### config.mk
export PLATFORM = sky130hd
export DESIGN_NAME = gate_selftest
export DESIGN_NICKNAME = d
export VERILOG_FILES = /design/src/rtl/gate_selftest.sv
export SDC_FILE = /design/constraint.sdc
export NUM_CORES = 1
export LEC_CHECK = 0
export ABC_CLOCK_PERIOD_IN_PS = 1900
export BUFFER_PORTS_ARGS = -buffer_cell sky130_fd_sc_hd__buf_2
export CAP_MARGIN = 15
export CELL_PAD_IN_SITES_DETAIL_PLACEMENT = 0
export CELL_PAD_IN_SITES_GLOBAL_PLACEMENT = 1
export CORE_ASPECT_RATIO = 0.6
export CORE_UTILIZATION = 40
export DETAILED_ROUTE_END_ITERATION = 10
export PLACE_DENSITY_LB_ADDON = 0.3
export SLEW_MARGIN = 20
export SYNTH_ARGS = -nofsm -noshare
export SYNTH_HDL_FRONTEND = slang
export SYNTH_SLANG_ARGS = --single-unit
### constraint.sdc
create_clock -name clk -period 1.9 [get_ports clk]
set_input_delay 0.095 -clock clk [delete_from_list [all_inputs] [get_ports clk]]
set_output_delay 0.095 -clock clk [all_outputs]
set_load 0.01 [all_outputs]
### src/rtl/gate_selftest.sv
// Self-test sequencer for the six-output two-input gate block.
// Walks {A,B} through 00..11, samples the gate outputs and compares them with golden values.
module gate_selftest #(
  parameter int unsigned HOLD_CYCLES = 4,
  parameter int unsigned CNT_W       = 3
) (
  input  logic       clk,
  input  logic       rst,
  input  logic       start,
  input  logic [5:0] cout_in,
  output logic       a_out,
  output logic       b_out,
  output logic       busy,
  output logic       done,
  output logic       pass,
  output logic [5:0] err_mask,
  output logic [3:0] fail_vec
);

  typedef enum logic [1:0] {
    StIdle,
    StDrive,
    StSample,
    StDone
  } state_e;

  localparam logic [CNT_W-1:0] LastCnt = CNT_W'(HOLD_CYCLES - 1);

  state_e           r_state, w_state_d;
  logic [1:0]       r_vec, w_vec_d;
  logic [CNT_W-1:0] r_cnt, w_cnt_d;
  logic [5:0]       r_err, w_err_d;
  logic [3:0]       r_fail, w_fail_d;
  logic             r_pass, w_pass_d;
  logic             r_start_q;
  logic             w_start_rise;
  logic             w_a, w_b;
  logic [5:0]       w_golden;
  logic [5:0]       w_diff;

  // Only a rising edge of start launches a run, so a held button gives one run.
  assign w_start_rise = start & ~r_start_q;

  assign w_a      = r_vec[1];
  assign w_b      = r_vec[0];
  assign w_golden = {~(w_a ^ w_b), w_a ^ w_b, ~(w_a | w_b), ~(w_a & w_b), w_a | w_b, w_a & w_b};
  assign w_diff   = cout_in ^ w_golden;

  always_comb begin
    w_state_d = r_state;
    w_vec_d   = r_vec;
    w_cnt_d   = r_cnt;
    w_err_d   = r_err;
    w_fail_d  = r_fail;
    w_pass_d  = r_pass;
    unique case (r_state)
      StIdle: begin
        if (w_start_rise) begin
          w_state_d = StDrive;
          w_vec_d   = 2'd0;
          w_cnt_d   = '0;
          w_err_d   = '0;
          w_fail_d  = '0;
          w_pass_d  = 1'b0;
        end
      end
      StDrive: begin
        w_cnt_d = r_cnt + CNT_W'(1);
        if (r_cnt == LastCnt) begin
          w_state_d = StSample;
        end
      end
      StSample: begin
        w_err_d         = r_err | w_diff;
        w_fail_d[r_vec] = |w_diff;
        if (r_vec == 2'd3) begin
          w_state_d = StDone;
          // Pass is resolved on entry to DONE so it is valid alongside the done pulse.
          w_pass_d  = (w_err_d == 6'd0);
        end else begin
          w_state_d = StDrive;
          w_vec_d   = r_vec + 2'd1;
          w_cnt_d   = '0;
        end
      end
      StDone: begin
        w_state_d = StIdle;
      end
      default: begin
        w_state_d = StIdle;
      end
    endcase
  end

  always_ff @(posedge clk or posedge rst) begin
    if (rst) begin
      r_state   <= StIdle;
      r_vec     <= 2'd0;
      r_cnt     <= '0;
      r_err     <= '0;
      r_fail    <= '0;
      r_pass    <= 1'b0;
      r_start_q <= 1'b0;
    end else begin
      r_state   <= w_state_d;
      r_vec     <= w_vec_d;
      r_cnt     <= w_cnt_d;
      r_err     <= w_err_d;
      r_fail    <= w_fail_d;
      r_pass    <= w_pass_d;
      r_start_q <= start;
    end
  end

  assign a_out    = r_vec[1];
  assign b_out    = r_vec[0];
  assign busy     = (r_state == StDrive) || (r_state == StSample);
  assign done     = (r_state == StDone);
  assign pass     = r_pass;
  assign err_mask = r_err;
  assign fail_vec = r_fail;

endmodule

==> results.md, run 1 <==
- DP Area: 0.00129 mm2
- Status: finished, final reports clean
- Remaining global-route overflow: 0
- CTS tree: done
- Clk_lat worst skew: 0.26 ns
- Unrepaired setup endpoints after global routing: false
- Core Util, Final: 52.7%
- DRT Wirelength: 2.71 mm
- Final Skew: 0.00102 ns
- Global Route Usage Sum: 18.7%
- Cell family with most CP delay: compound AO/OA/AOI/OAI gates
- Final Setup Violations: 0
- Vias per cell: 5.22
- Comb power frac: 54.1%
- Final hold viol count: 0
- Cell count after synthesis: 114
- Worst path cell trace: inv_1 > ha_1 > and3b_1 > o22ai_1 > nor3_2 > a211oi_1
- Register bit total from synthesis: 19
- Part of the total power dissipated in the clock network: 13.5%
- # diodes: 0
- CP Data Arrival Time: 1.97 ns
- Largest family of logic cells by synthesized area: compound AO/OA/AOI/OAI gates
- Peak VDD IR: 625 uV
- Commonest non-fill, non-tap cell in the layout: buf_2
- H-tree Lvls: 1
- Synth area leader: dfrtp_1
- First-pass GRT wire length: 4.22 mm
- Clock Pin Slew Worst Setup and Hold Paths: 0.08 ns
- Routability Congestion: 0.786
- Dpl cells: 169
- Avg Cell Area, Syn: 9.97 um2
- Wire per inst: 15.5 um
- TNS Setup: 0 ns
- Switch share: 45.6%
- Design Area, Final: 0.00137 mm2
- CP endpoint kind: flip-flop
- CTS sink cnt: 19
- Slew margin rel.: 50.2%
- Crit path max fanout: 6
- Power per cell area: 1580 mW/mm2
- Number of CTS-inserted buffers: 3
- Slew Viols, Final: 0
- Root Buffer: clkbuf_8
- Top post-synthesis cells by area: dfrtp_1 42%, ha_1 13%, o21ai_0 5.7%
- Psw: 984 uW
- Share of the synthesized area in the top cell type: 41.9%
- Layout net count: 165
- Area share of xor/xnor cells in the synthesized design: 4.63%
- Die width: 70.8 um
- Layout Cells excl Fill: 175
- Max Cap Violations: 0
- Simple-Gate Fraction of Synth Area: 15.3%
- CP startpoint kind: flip-flop
- Number of buffers added on ports: 23
- Buf/Inv on CP: 1
- First-pass DRT Iterations: 6
- Post-Syn Nets: 135
- Leakage: 0.000663 uW
- Final antenna-violating net count: 0
- Slowest CP cell: dfrtp_2
- Die Area: 0.00306 mm2
- Mux cell area share after synthesis: 0%
- Maximum number of pins on one net before global-route repair: 20
- FMAX: 554 MHz
- Final Critical Period: 1.80 ns
- Initial antenna violation count: 0
- Max incr delay on CP: 0.45 ns
- Yosys Warn Count: 0
- Reg power frac: 32.3%
- Via Count: 913
- Num ports: 24
- Die Y: 43.3 um
- Worst-Margin Slew: 0.747 ns
- Seq/Total Area, Yosys: 41.9%
- Top_reg_cell synth: dfrtp_1
- Internal power: 1170 uW
- Synth-to-Final Area Change: 20.3%
- Layout cells sized above 1: 26.6%
- Tcrit/Tclk final: 94.9%
- Ys async rst share: 100%
- Worst slack, placed: 0.0739 ns
- Core box area: 0.00259 mm2
- # rows: 14
- Synth unique cells: 30
- Bufs on Longest Clock Path: 2
- Commonest non-fill, non-tap cells in the layout: 23 x buf_2, 18 x dfrtp_1, 13 x o21ai_0, 12 x inv_1, 10 x ha_1
- Vias in the first global route: 832
- Req. time, crit path: 2.07 ns
- Worst setup margin: 0.0960 ns
- Post-DP HPWL: 2.03 mm
- Number of synthesized flops with an enable pin: 0
- Kind of critical path: reg2reg
- Min-Delay Path Class: in2reg
- Post-Syn Area: 0.00114 mm2
- Drt initial violations: 43
- Initial core utilization: 43.8%
- Post-route DRC violation count: 0
- Adder-Cell Fraction of Synth Area: 13.2%
- Post-synthesis compound-gate area fraction: 20.6%
-- sequential cells by signal, summed over array words and instances, names as in the netlist --
signal,count
r_cnt,3
pass,1
r_vec,2
fail_vec,4
r_start_q,1
err_mask,6
r_state,2
-- worst paths after layout --
| check | start | to | slack (ns) | cells after the start |
|---|---|---|---|---|
| max | r_vec[0] | fail_vec[1] | 0.1 | 6 |
| min | cout_in[1] | err_mask[1] | 0.15 | 3 |
| max reg2reg | r_vec[0] | fail_vec[1] | 0.1 | 6 |
| min reg2reg | err_mask[4] | err_mask[4] | 0.53 | 2 |
| max in group asynchronous | rst | r_vec[0] | 0.88 | 3 |
| min in group asynchronous | rst | err_mask[0] | 0.50 | 3 |
-- Yosys cell counts, types with 2 or more instances --
library cell   n
o211ai_1       2
nor3b_1        2
a22o_1         2
nor2_1         3
and3b_1        2
ha_1          12
nor2b_1        3
inv_1         12
nand2_1        8
o21ai_0       13
xnor2_1        2
nand3_1        2
nand2b_1       2
dfrtp_1       19
a211oi_1       3
xor2_1         4
a31oi_1        2
a21oi_1        9
-- layout make-up --
type | instances | area (um2)
clock buffers | 3 | 41.3
clock inverters | 1 | 5.00
fillers | 245 | 1230
inverters | 12 | 45.0
multi-input cells | 82 | 616
flip-flops and latches | 19 | 477
well taps | 32 | 40.0
repair buffers | 26 | 143
-- per-layer routing --
metal | vias to the layer above | GRT usage (%) | share of wire [%]
met5 | - | 0 | 0
met4 | 0 | 2.40 | 0
met3 | 0 | 5.46 | 4.0
met2 | 20 | 25.2 | 38
met1 | 436 | 29.6 | 58
li1 | 457 | - | -
-- timing repair --
| item | 4_1_cts | 5_1_grt |
|---|---|---|
| hold buffers | 1 | 1 |
| buffers inserted | 0 | 0 |
| hold endpoints to repair | 19 | 1 |
| resized for setup | 0 | 3 |
| setup endpoints to repair | 0 | 4 |
-- logic make-up after synthesis --
logic type | after synthesis
AOI/OAI and AO/OA | 36
buffers and inverters | 13
xor gates and xnor gates | 6
DFF | 19
adders and majority gates | 12
and+or+nand+nor | 28
-- metrics by stage --
stage / total power (uW) / hold slack, ns
finish: 2160 / 0.149
global route: 2330 / 0.179
CTS: 2130 / 0.00199
detailed placement: 1830 / 0.264
global placement: 1810 / 0.261
floorplan: 1470 / 0.0461
-- power by group through the flow --
stage                     combinational (uW)  sequential (uW)  clock (uW)
after floorplan                          735              738           0
after global placement                  1120              695           0
after detailed placement                1130              702           0
after CTS                               1140              695         296
after global routing                    1290              722         314
final                                   1170              698         292
-- tightest hold or removal path, cell delays in order --
cell,delay (ns)
buf_2,0.10
xor2_1,0.05
o21ai_0,0.13
Note: power is estimated with default switching activity, not from simulation.
==> run 2, diff against run 1 <==
--- a/config.mk
+++ b/config.mk
@@ -5,16 +5,17 @@
 export SDC_FILE = /design/constraint.sdc
 export NUM_CORES = 1
 export LEC_CHECK = 0
-export ABC_CLOCK_PERIOD_IN_PS = 1900
+export ABC_CLOCK_PERIOD_IN_PS = 1600
 export BUFFER_PORTS_ARGS = -buffer_cell sky130_fd_sc_hd__buf_2
 export CAP_MARGIN = 15
 export CELL_PAD_IN_SITES_DETAIL_PLACEMENT = 0
 export CELL_PAD_IN_SITES_GLOBAL_PLACEMENT = 1
 export CORE_ASPECT_RATIO = 0.6
-export CORE_UTILIZATION = 40
+export CORE_UTILIZATION = 37
 export DETAILED_ROUTE_END_ITERATION = 10
 export PLACE_DENSITY_LB_ADDON = 0.3
 export SLEW_MARGIN = 20
 export SYNTH_ARGS = -nofsm -noshare
 export SYNTH_HDL_FRONTEND = slang
 export SYNTH_SLANG_ARGS = --single-unit
+export TNS_END_PERCENT = 1
==> constraint.sdc (replaced) <==
create_clock -name clk -period 1.6 [get_ports clk]
set_input_delay 0.08 -clock clk [delete_from_list [all_inputs] [get_ports clk]]
set_output_delay 0.08 -clock clk [all_outputs]
set_load 0.01 [all_outputs]
==> run 2 against run 1 <==
Against the previous run:
- sequential share of layout area fell by 4.4 points
- routed wire length rose by 7.0%
- critical path type unchanged
- critical path depth down 1
- die area rose by 7.8%
- setup slack worse by 0.089 ns
- critical endpoint unchanged
- via count is 9.3% higher
==> results.md, run 2 (synthesis results as in run 1) <==
- Status: finished, final reports clean (unchanged)
- Core Util, Final: 54.3% (was 52.7%)
- Post-DP HPWL: 2.21 mm (was 2.03 mm)
- Wire per inst: 14.5 um (was 15.5 um)
- Clk_lat worst skew: 0.26 ns (about the same)
- Final Setup Violations: 0 (unchanged)
- # rows: 15 (was 14)
- Remaining global-route overflow: 0 (unchanged)
- Root Buffer: clkbuf_8 (unchanged)
- Final Skew: 0.00418 ns (was 0.00102 ns)
- Post-route DRC violation count: 0 (unchanged)
- Leakage: 0.000756 uW (was 0.000663 uW)
- Internal power: 1700 uW (was 1170 uW)
- Vias in the first global route: 905 (was 832)
- DP Area: 0.00141 mm2 (was 0.00129 mm2)
- Min-Delay Path Class: in2reg (unchanged)
- Number of buffers added on ports: 23 (unchanged)
- H-tree Lvls: 1 (unchanged)
- Layout Cells excl Fill: 200 (was 175)
- Vias per cell: 4.99 (was 5.22)
- Filler cell count: 289 (was 245)
- Number of CTS-inserted buffers: 3 (unchanged)
- Max Cap Violations: 0 (unchanged)
- Die Y: 44.9 um (was 43.3 um)
- Core box area: 0.00289 mm2 (was 0.00259 mm2)
- Maximum number of pins on one net before global-route repair: 12 (was 20)
- # diodes: 0 (unchanged)
- Synth-to-Final Area Change: 38.1% (was 20.3%)
- Psw: 1300 uW (was 984 uW)
- Layout net count: 180 (was 165)
- Routability Congestion: 0.869 (was 0.786)
- Tcrit/Tclk final: 99.6% (was 94.9%)
- Commonest non-fill, non-tap cells in the layout: 23 x buf_2, 17 x dfrtp_1, 16 x buf_4, 12 x o21ai_0 (was 23 x buf_2, 18 x dfrtp_1, 13 x o21ai_0, 12 x inv_1, 10 x ha_1)
- Clock Pin Slew Worst Setup and Hold Paths: 0.08 ns (about the same)
- Part of the total power dissipated in the clock network: 11.2% (was 13.5%)
- Final Critical Period: 1.59 ns (was 1.80 ns)
- Register area: 478 um2 (was 477 um2)
- CP Data Arrival Time: 1.72 ns (was 1.97 ns)
- Drt initial violations: 38 (was 43)
- CP endpoint kind: flip-flop (unchanged)
- Comb power frac: 61.4% (was 54.1%)
- Bufs on Longest Clock Path: 2 (unchanged)
- Num ports: 24 (unchanged)
- CP startpoint kind: flip-flop (unchanged)
- Slew Viols, Final: 0 (unchanged)
- CTS tree: done (unchanged)
- Final hold viol count: 0 (unchanged)
- Largest register FFs: 6 (unchanged)
- Crit path max fanout: 4 (was 6)
- Power per cell area: 1910 mW/mm2 (was 1580 mW/mm2)
- Dpl cells: 192 (was 169)
- Peak VDD IR: 739 uV (was 625 uV)
- Reg power frac: 27.3% (was 32.3%)
- Die Area: 0.00330 mm2 (was 0.00306 mm2)
- Initial core utilization: 39.3% (was 43.8%)
- First-pass GRT wire length: 4.46 mm (was 4.22 mm)
- Final antenna-violating net count: 0 (unchanged)
- Initial antenna violation count: 0 (unchanged)
- Commonest non-fill, non-tap cell in the layout: buf_2 (unchanged)
- Req. time, crit path: 1.73 ns (was 2.07 ns)
- Layout cells sized above 1: 41.8% (was 26.6%)
- Final hold slack: 0.165 ns (was 0.149 ns)
- Worst-Margin Slew: 0.362 ns (was 0.747 ns)
- FMAX: 628 MHz (was 554 MHz)
- Multi-input logic area: 692 um2 (was 616 um2)
- DRT Wirelength: 2.91 mm (was 2.71 mm)
- Slew margin rel.: 75.9% (was 50.2%)
- First-pass DRT Iterations: 4 (was 6)
- CTS sink cnt: 19 (unchanged)
- Switch share: 43.3% (was 45.6%)
- Die width: 73.5 um (was 70.8 um)
- Global Route Usage Sum: 19.3% (was 18.7%)
- Design Area, Final: 0.00157 mm2 (was 0.00137 mm2)
- Unrepaired setup endpoints after global routing: true (was false)
- Kind of critical path: reg2reg (unchanged)
- Via Count: 998 (was 913)
## run 2: cell count changes in the layout (fill, tap and decap cells not counted), moves of 2 or more
cell	change
inv_1	-4
ha_1	-3
nor3b_1	-2
ha_4	+2
buf_4	+15
inv_2	+4
## run 2: worst paths after layout
kind                                   from     endpoint  slack, ns  depth (start not counted)
worst min register to register  err_mask[1]  err_mask[1]       0.51                          2
worst max-delay path               r_vec[1]  fail_vec[1]      0.007                          5
worst max register to register     r_vec[1]  fail_vec[1]      0.007                          5
min in group asynchronous               rst  err_mask[3]       0.33                          3
max in group asynchronous               rst  fail_vec[0]       0.78                          4
worst min-delay path             cout_in[1]  err_mask[1]       0.16                          3
## run 2: power groups by stage
stage | logic, uW | clock network (uW) | registers (uW)
5_1_grt | 2020 | 373 | 851
4_1_cts | 1680 | 348 | 817
3_5_place_dp | 1580 | 0 | 823
2_1_floorplan | 873 | 0 | 881
3_3_place_gp | 1540 | 0 | 815
6_report | 1840 | 337 | 820
## run 2: stage by stage
| stage | TNS [ns] | worst slack (ns) | total power (uW) |
|---|---|---|---|
| final | 0 | 0.00695 | 3000 |
| after global routing | -0.270 | -0.0690 | 3240 |
| after CTS | -0.0184 | -0.0104 | 2840 |
| after detailed placement | -0.494 | -0.141 | 2400 |
| after global placement | -0.292 | -0.0861 | 2350 |
| after floorplan | 0 | 0.00763 | 1750 |
## run 2: worst max-delay path, cell delays in order (launching register included)
cell and delay, ns:
dfrtp_2 0.43, ha_1 0.27, xor2_1 0.20, nand2b_1 0.15, nor3_4 0.29, a211oi_1 0.12
## run 2: area by class of cell
| class | instances | share of cell area [%] |
|---|---|---|
| clock inverters | 1 | 0.319 |
| inverters | 12 | 2.87 |
| multi-input cells | 82 | 44.1 |
| clock buffers | 3 | 2.63 |
| well taps | 42 | 3.35 |
| repair buffers | 41 | 16.3 |
| flip-flops and latches | 19 | 30.5 |
## run 2: per-layer routing
metal,share of wire (%),track usage [%],wire (um)
met1,53,28.1,1540
met5,0,0,0
met4,0.72,4.62,21
met2,43,28.8,1240
met3,3.6,4.69,106
## run 2: repair_timing
action                     4_1_cts  5_1_grt
resized for setup                8       11
hold endpoints to repair         9        0
hold buffers                     2        0
pin swaps                        1        4
setup buffers                    0        2
setup endpoints to repair        8       17
